## src/rtl/seg7_pkg.sv

```systemverilog
// seg7_pkg: shared constants and types for the 7-segment scan decoder.
//   SEG_0..SEG_9 : active-high segment patterns {a,b,c,d,e,f,g}, a = bit 6
//   SEG_BLANK    : all segments off
//   BCD_INVALID  : nibble reported for any non-digit pattern
//   digit_t      : decoder result {valid, bcd}
package seg7_pkg;

   localparam logic [6:0] SEG_0 = 7'b1111110;
   localparam logic [6:0] SEG_1 = 7'b0110000;
   localparam logic [6:0] SEG_2 = 7'b1101101;
   localparam logic [6:0] SEG_3 = 7'b1111001;
   localparam logic [6:0] SEG_4 = 7'b0110011;
   localparam logic [6:0] SEG_5 = 7'b1011011;
   localparam logic [6:0] SEG_6 = 7'b1011111;
   localparam logic [6:0] SEG_7 = 7'b1110000;
   localparam logic [6:0] SEG_8 = 7'b1111111;
   localparam logic [6:0] SEG_9 = 7'b1111011;

   localparam logic [6:0] SEG_BLANK   = 7'b0000000;
   localparam logic [3:0] BCD_INVALID = 4'hF;

   typedef struct packed {
      logic       valid;
      logic [3:0] bcd;
   } digit_t;

endpackage

```

## src/rtl/seg7_digit_decode.sv

```systemverilog
// seg7_digit_decode: combinational 7-segment pattern to BCD decoder.
//   seg   in  7   segment pattern {a,b,c,d,e,f,g}, active-high
//   digit out 5   {valid, bcd}; unknown patterns give valid=0, bcd=4'hF
module seg7_digit_decode
   import seg7_pkg::*;
(
   input  logic [6:0] seg,
   output digit_t     digit
);

   // Map each standard digit pattern back to its value; everything else is invalid.
   always_comb begin
      digit.valid = 1'b1;
      digit.bcd   = BCD_INVALID;
      case (seg)
         SEG_0:   digit.bcd = 4'd0;
         SEG_1:   digit.bcd = 4'd1;
         SEG_2:   digit.bcd = 4'd2;
         SEG_3:   digit.bcd = 4'd3;
         SEG_4:   digit.bcd = 4'd4;
         SEG_5:   digit.bcd = 4'd5;
         SEG_6:   digit.bcd = 4'd6;
         SEG_7:   digit.bcd = 4'd7;
         SEG_8:   digit.bcd = 4'd8;
         SEG_9:   digit.bcd = 4'd9;
         default: begin
            digit.valid = 1'b0;
            digit.bcd   = BCD_INVALID;
         end
      endcase
   end

endmodule

```

## src/rtl/seg7_scan_decoder.sv

```systemverilog
// seg7_scan_decoder: receives a multiplexed 7-segment bus and rebuilds the BCD word.
//   clk, rst   single clock, asynchronous active-high reset
//   seg_in     segment lines {a..g}, a = bit 6
//   an_in      one-hot digit enables, an_in[i] -> nibble i
//   out_ready  consumer accept strobe
//   clear_ovf  synchronous clear of the sticky overflow flag
//   out_valid  bcd_out/frame_err hold a complete frame
//   bcd_out    assembled BCD word (4'hF for undecodable digits)
//   frame_err  at least one digit of the frame was undecodable
//   overflow   sticky: a frame completed while the previous one was still held
module seg7_scan_decoder
   import seg7_pkg::*;
#(
   parameter int NUM_DIGITS    = 4,
   parameter int STABLE_CYCLES = 4
) (
   input  logic                    clk,
   input  logic                    rst,
   input  logic [6:0]              seg_in,
   input  logic [NUM_DIGITS-1:0]   an_in,
   input  logic                    out_ready,
   input  logic                    clear_ovf,
   output logic                    out_valid,
   output logic [4*NUM_DIGITS-1:0] bcd_out,
   output logic                    frame_err,
   output logic                    overflow
);

   localparam int CNT_W = $clog2(STABLE_CYCLES) + 1;
   localparam int IDX_W = (NUM_DIGITS > 1) ? $clog2(NUM_DIGITS) : 1;
   localparam int SMP_W = NUM_DIGITS + 7;

   localparam logic [CNT_W-1:0] CNT_MAX  = '1;
   // The count holds (identical samples - 1), so the last required sample arrives
   // while the registered count equals STABLE_CYCLES-2.
   localparam logic [CNT_W-1:0] CNT_FIRE = CNT_W'(STABLE_CYCLES - 2);

   logic [SMP_W-1:0]                sample_s;
   logic [SMP_W-1:0]                sample_r;
   logic [CNT_W-1:0]                cnt_r;
   logic                            found_s;
   logic                            multi_s;
   logic [IDX_W-1:0]                idx_s;
   logic                            match_s;
   logic                            capture_s;
   logic                            frame_done_s;
   logic                            load_s;
   digit_t                          digit_s;
   logic [NUM_DIGITS-1:0]           mask_r;
   logic [NUM_DIGITS-1:0]           err_r;
   logic [NUM_DIGITS-1:0][3:0]      data_r;

   assign sample_s = {an_in, seg_in};

   seg7_digit_decode u_decode (
      .seg   (seg_in),
      .digit (digit_s)
   );

   // One-hot check and position encoder for the digit enables.
   always_comb begin
      found_s = 1'b0;
      multi_s = 1'b0;
      idx_s   = '0;
      for (int i = 0; i < NUM_DIGITS; i++) begin
         if (an_in[i]) begin
            if (found_s) begin
               multi_s = 1'b1;
            end else begin
               multi_s = multi_s;
            end
            found_s = 1'b1;
            idx_s   = IDX_W'(i);
         end else begin
            found_s = found_s;
         end
      end
   end

   assign match_s      = (sample_s == sample_r) && found_s && !multi_s;
   // Exact compare (not >=) so a long stable run captures only once; the
   // saturating counter never returns to this value without a change.
   assign capture_s    = match_s && (cnt_r == CNT_FIRE);
   assign frame_done_s = &mask_r;
   assign load_s       = frame_done_s && (!out_valid || out_ready);

   // Input sample register and saturating stability counter.
   always_ff @(posedge clk or posedge rst) begin
      if (rst) begin
         sample_r <= '0;
         cnt_r    <= '0;
      end else begin
         sample_r <= sample_s;
         if (match_s) begin
            if (cnt_r != CNT_MAX) begin
               cnt_r <= cnt_r + {{(CNT_W-1){1'b0}}, 1'b1};
            end else begin
               cnt_r <= cnt_r;
            end
         end else begin
            cnt_r <= '0;
         end
      end
   end

   // Frame accumulators: a completed frame empties them; a capture fills one slot
   // (latest capture of a slot wins).
   always_ff @(posedge clk or posedge rst) begin
      if (rst) begin
         mask_r <= '0;
         err_r  <= '0;
         data_r <= '0;
      end else begin
         if (frame_done_s) begin
            mask_r <= '0;
            err_r  <= '0;
         end else begin
            mask_r <= mask_r;
            err_r  <= err_r;
         end
         if (capture_s) begin
            mask_r[idx_s] <= 1'b1;
            err_r[idx_s]  <= ~digit_s.valid;
            data_r[idx_s] <= digit_s.bcd;
         end else begin
            data_r <= data_r;
         end
      end
   end

   // Output register with valid/ready; accept and reload in one cycle keeps valid high.
   always_ff @(posedge clk or posedge rst) begin
      if (rst) begin
         out_valid <= 1'b0;
         bcd_out   <= '0;
         frame_err <= 1'b0;
      end else if (load_s) begin
         out_valid <= 1'b1;
         bcd_out   <= data_r;
         frame_err <= |err_r;
      end else if (out_valid && out_ready) begin
         out_valid <= 1'b0;
      end else begin
         out_valid <= out_valid;
      end
   end

   // Sticky overflow: a dropped frame beats a simultaneous clear.
   always_ff @(posedge clk or posedge rst) begin
      if (rst) begin
         overflow <= 1'b0;
      end else if (frame_done_s && !load_s) begin
         overflow <= 1'b1;
      end else if (clear_ovf) begin
         overflow <= 1'b0;
      end else begin
         overflow <= overflow;
      end
   end

endmodule

```

## config.mk

```make
export PLATFORM = sky130hd
export DESIGN_NAME = seg7_scan_decoder
export DESIGN_NICKNAME = d
export VERILOG_FILES = /design/src/rtl/seg7_pkg.sv /design/src/rtl/seg7_digit_decode.sv /design/src/rtl/seg7_scan_decoder.sv
export SDC_FILE = /design/constraint.sdc
export NUM_CORES = 1
export LEC_CHECK = 0
export CORE_ASPECT_RATIO = 1.1
export CORE_MARGIN = 2
export CORE_UTILIZATION = 39
export DETAILED_ROUTE_END_ITERATION = 8
export GPL_TIMING_DRIVEN = 0
export MAX_ROUTING_LAYER = met4
export SKIP_CTS_REPAIR_TIMING = 1
export SKIP_LAST_GASP = 1
export SLEW_MARGIN = 20
export SYNTH_ARGS = -nofsm -noshare
export SYNTH_HDL_FRONTEND = slang
export SYNTH_SLANG_ARGS = --single-unit
```

## constraint.sdc

```tcl
create_clock -name clk -period 2.8 [get_ports clk]
set_input_delay 0.84 -clock clk [delete_from_list [all_inputs] [get_ports clk]]
set_output_delay 0.84 -clock clk [all_outputs]
set_load 0.01 [all_outputs]
```

==> results.json <==
{
  "status": "finished clean",
  "holdPathEnd": "mask_r[1]",
  "worstHoldStart": "mask_r[1]",
  "netlist_area_um2": 2665,
  "power.leakage_nw": 1.587,
  "p_per_area_nw_per_um2": 514.9,
  "yosysSeqAreaShare_pct": 53.52,
  "rows": 31,
  "cts_root_buffer": "clkbuf_8",
  "synth_area_per_cell_um2": 12.94,
  "drv_slew": 0,
  "crit_family": "simple AND/OR/NAND/NOR gates",
  "dr.pass1.iters": 4,
  "slew_headroom_pct": 53.88,
  "start_util_pct": 40.42,
  "drtAntennaViolNets": 0,
  "vdd_drop_max_uv": 254.9,
  "wl_per_cell_um": 13.87,
  "grt_util_all_layers_pct": 14.24,
  "ys_seq_elements": 57,
  "critical_path_buf_inv_count": 2,
  "cp_max_fo": 9,
  "rr_worst_depth": 7,
  "max_freq_mhz": 374.9,
  "crit_path_start_kind": "primary input",
  "grt_max_degree": 58,
  "crit_arrival_ns": 2.88,
  "holdPathStages": 1,
  "synth-edff-count": 0,
  "syn_inst": 206,
  "drc": 0,
  "grt_setup_unrepaired": "no",
  "max_stage_delay_ns": 0.47,
  "tightest_slew_ns": 0.6918,
  "chipWidth_um": 82.82,
  "drt_wl_total_um": 4702,
  "power_w": 0.001718,
  "antenna_found_initial": 0,
  "via_per_inst": 5.027,
  "overflow": 0,
  "worstSetupPathType": "primary input to register",
  "grt_pass1_vias": 1698,
  "cts-buffers-inserted": 9,
  "hold_viol": 0,
  "die_y_um": 90.70,
  "clk_path_buf_depth": 2,
  "fin_nets": 270,
  "fin_area_um2": 3336,
  "ys.flop_type": "dfrtp_1",
  "required_ns": 3.01,
  "crit_path_end_kind": "register",
  "place_congestion": 0.7762,
  "synth_cell_types": 50,
  "area_growth_pct": 25.16,
  "synth_fp_nets": 224,
  "vias": 1704,
  "timing.rr.end": "data_r[7]",
  "period_share_pct": 95.27,
  "final.min_clock_period_ns": 2.668,
  "dp_hpwl_um": 3243,
  "clk_latency_ns": 0.33,
  "clk_pin_slew_ns": 0.07,
  "cp_slowest_cell": "clkdlybuf4s50_1",
  "dr.first_iter.drc_count": 59,
  "htree_num_levels": 3,
  "dieArea_um2": 7511,
  "grt_pass1_wl_um": 8328,
  "worstReg2RegStart": "cnt_r[0]",
  "numPortBuffers": 33,
  "postPlaceCellArea_um2": 3100,
  "clock_sink_count": 57,
  "cts_tree": "done",
  "hold_class": "register to register",
  "async_flop_share_pct": 100.0,
  "skew_ns": 0.006213,
  "cap_violations": 0,
  "ioPinCount": 34,
  "ys_warn_count": 0,
  "ff2ff_setup_slack_ns": 0.79,
  "path_cells": "clkdlybuf4s50_1 -> buf_4 -> or3b_1 -> or3_1 -> a21oi_2 -> o32ai_2 -> mux2_1",
  "core-area_um2": 6594,
  "drive_above_1_share_pct": 26.07,
  "antenna_cells": 0,
  "setup_violations": 0
}
## worst register-to-register path: stages (launching register included)
cell and delay, ns:
dfrtp_1 0.40, inv_1 0.07, ha_1 0.14, nor2b_1 0.42
and3_2 0.26, and3_1 0.16, buf_6 0.14, mux2_4 0.30
## routing by layer
layer  part of all wire [%]  GRT usage, %
met1                     45         17.93
met2                     50         21.84
met3                    3.3         2.742
met4                    2.2         7.377
met5                      0             -
## cell type report
class	instances	area, um2
fill	602	3258
clock buffer	11	141.4
sequential	57	1426
buffer	11	85.08
inverter	6	25.02
timing repair buffer	36	355.3
multi-input combinational	131	1145
tap	82	102.6
clock inverter	5	55.05
## power by group
part / internal (W) / total (W) / switching (W)
clock network: 0.000432 / 0.000764 / 0.000332
registers: 0.000832 / 0.000837 / 0.00000503
logic: 0.0000524 / 0.000117 / 0.0000649
total: 0.00132 / 0.00172 / 0.000402
## worst max path at each step
| stage | from | endpoint | slack (ns) | cells past startpoint |
|---|---|---|---|---|
| 2_1_floorplan | seg_in[0] | data_r[0] | 0.33 | 7 |
| 3_3_place_gp | rst | bcd_out[2] | -0.54 | 2 |
| 3_5_place_dp | seg_in[0] | data_r[0] | -0.38 | 8 |
| 4_1_cts | seg_in[0] | data_r[3] | -0.03 | 8 |
| 5_1_grt | seg_in[6] | data_r[12] | 0.006 | 7 |
| 6_report | seg_in[5] | data_r[15] | 0.13 | 7 |
## metrics by stage
stage / worst slack, ns / setup TNS (ns) / util (%) / cells / hold WS [ns]
2_1_floorplan: 0.3289 / 0 / - / 206 / 0.4471
3_3_place_gp: -0.5424 / -38.35 / 46.98 / 321 / 0.4593
3_5_place_dp: -0.3755 / -7.985 / 47.02 / 321 / 0.4708
4_1_cts: -0.03389 / -0.2147 / 50.00 / 337 / 0.4867
5_1_grt: 0.005978 / 0 / 50.59 / 339 / 0.4983
6_report: 0.1324 / 0 / 50.59 / 339 / 0.4795
## sequential cells by signal, indices dropped and copies added, names as in the netlist
| name | flops |
|---|---|
| mask_r | 4 |
| cnt_r | 3 |
| err_r | 4 |
| bcd_out | 16 |
| sample_r | 11 |
| data_r | 16 |
| overflow | 1 |
| out_valid | 1 |
| frame_err | 1 |
## synth_stat cells, types with 2 or more instances
| cell | instances | share of area, % |
|---|---|---|
| nand2b_1 | 3 | 0.70 |
| ha_1 | 3 | 1.4 |
| a21oi_1 | 4 | 0.75 |
| o21ai_1 | 2 | 0.38 |
| xnor2_2 | 4 | 2.4 |
| nand4_1 | 4 | 0.94 |
| a31oi_1 | 3 | 0.70 |
| nand2_1 | 15 | 2.1 |
| or3_1 | 2 | 0.47 |
| nand4_4 | 2 | 1.6 |
| mux2_1 | 8 | 3.4 |
| buf_6 | 5 | 2.1 |
| mux2_4 | 9 | 5.1 |
| and3_1 | 2 | 0.47 |
| nor2b_1 | 2 | 0.47 |
| dfrtp_1 | 57 | 54 |
| nand3_1 | 3 | 0.56 |
| nor2_1 | 11 | 1.5 |
| inv_1 | 6 | 0.85 |
| a21o_1 | 3 | 0.85 |
| o21ai_0 | 3 | 0.56 |
| o21bai_1 | 2 | 0.56 |
| clkbuf_1 | 4 | 0.56 |
| mux2i_1 | 5 | 1.9 |
| mux2_2 | 17 | 7.2 |
| xnor2_1 | 3 | 0.99 |
## placed cells by master, fill, tap and decap left out, types with 3 or more instances in the layout
cell             synthesis  layout
nand2_1                 15      15
dfrtp_1                 57      57
mux2_4                   9       9
nor2_1                  11      11
mux2_2                  17      17
clkbuf_1                 4       4
clkbuf_8                 0      10
mux2_1                   8       8
buf_4                    1       4
mux2i_1                  5       5
clkdlybuf4s50_1          0      32
a31oi_1                  3       3
nand4_1                  4       4
xnor2_1                  3       3
nand2b_1                 3       3
a21o_1                   3       3
xnor2_2                  4       4
a21oi_1                  4       3
inv_1                    6       5
o21ai_0                  3       3
ha_1                     3       3
buf_6                    5       5
nand3_1                  3       3
## cell families after synthesis
group | synth area share (%)
AND/OR/NAND/NOR | 13.33
AO/OA/AOI/OAI | 6.338
multiplexers | 17.51
adder cells (fa/ha/maj) | 1.409
buffers and inverters | 4.131
flip-flops | 53.52
XOR/XNOR | 3.756
Note: power is estimated with default switching activity, not from simulation.
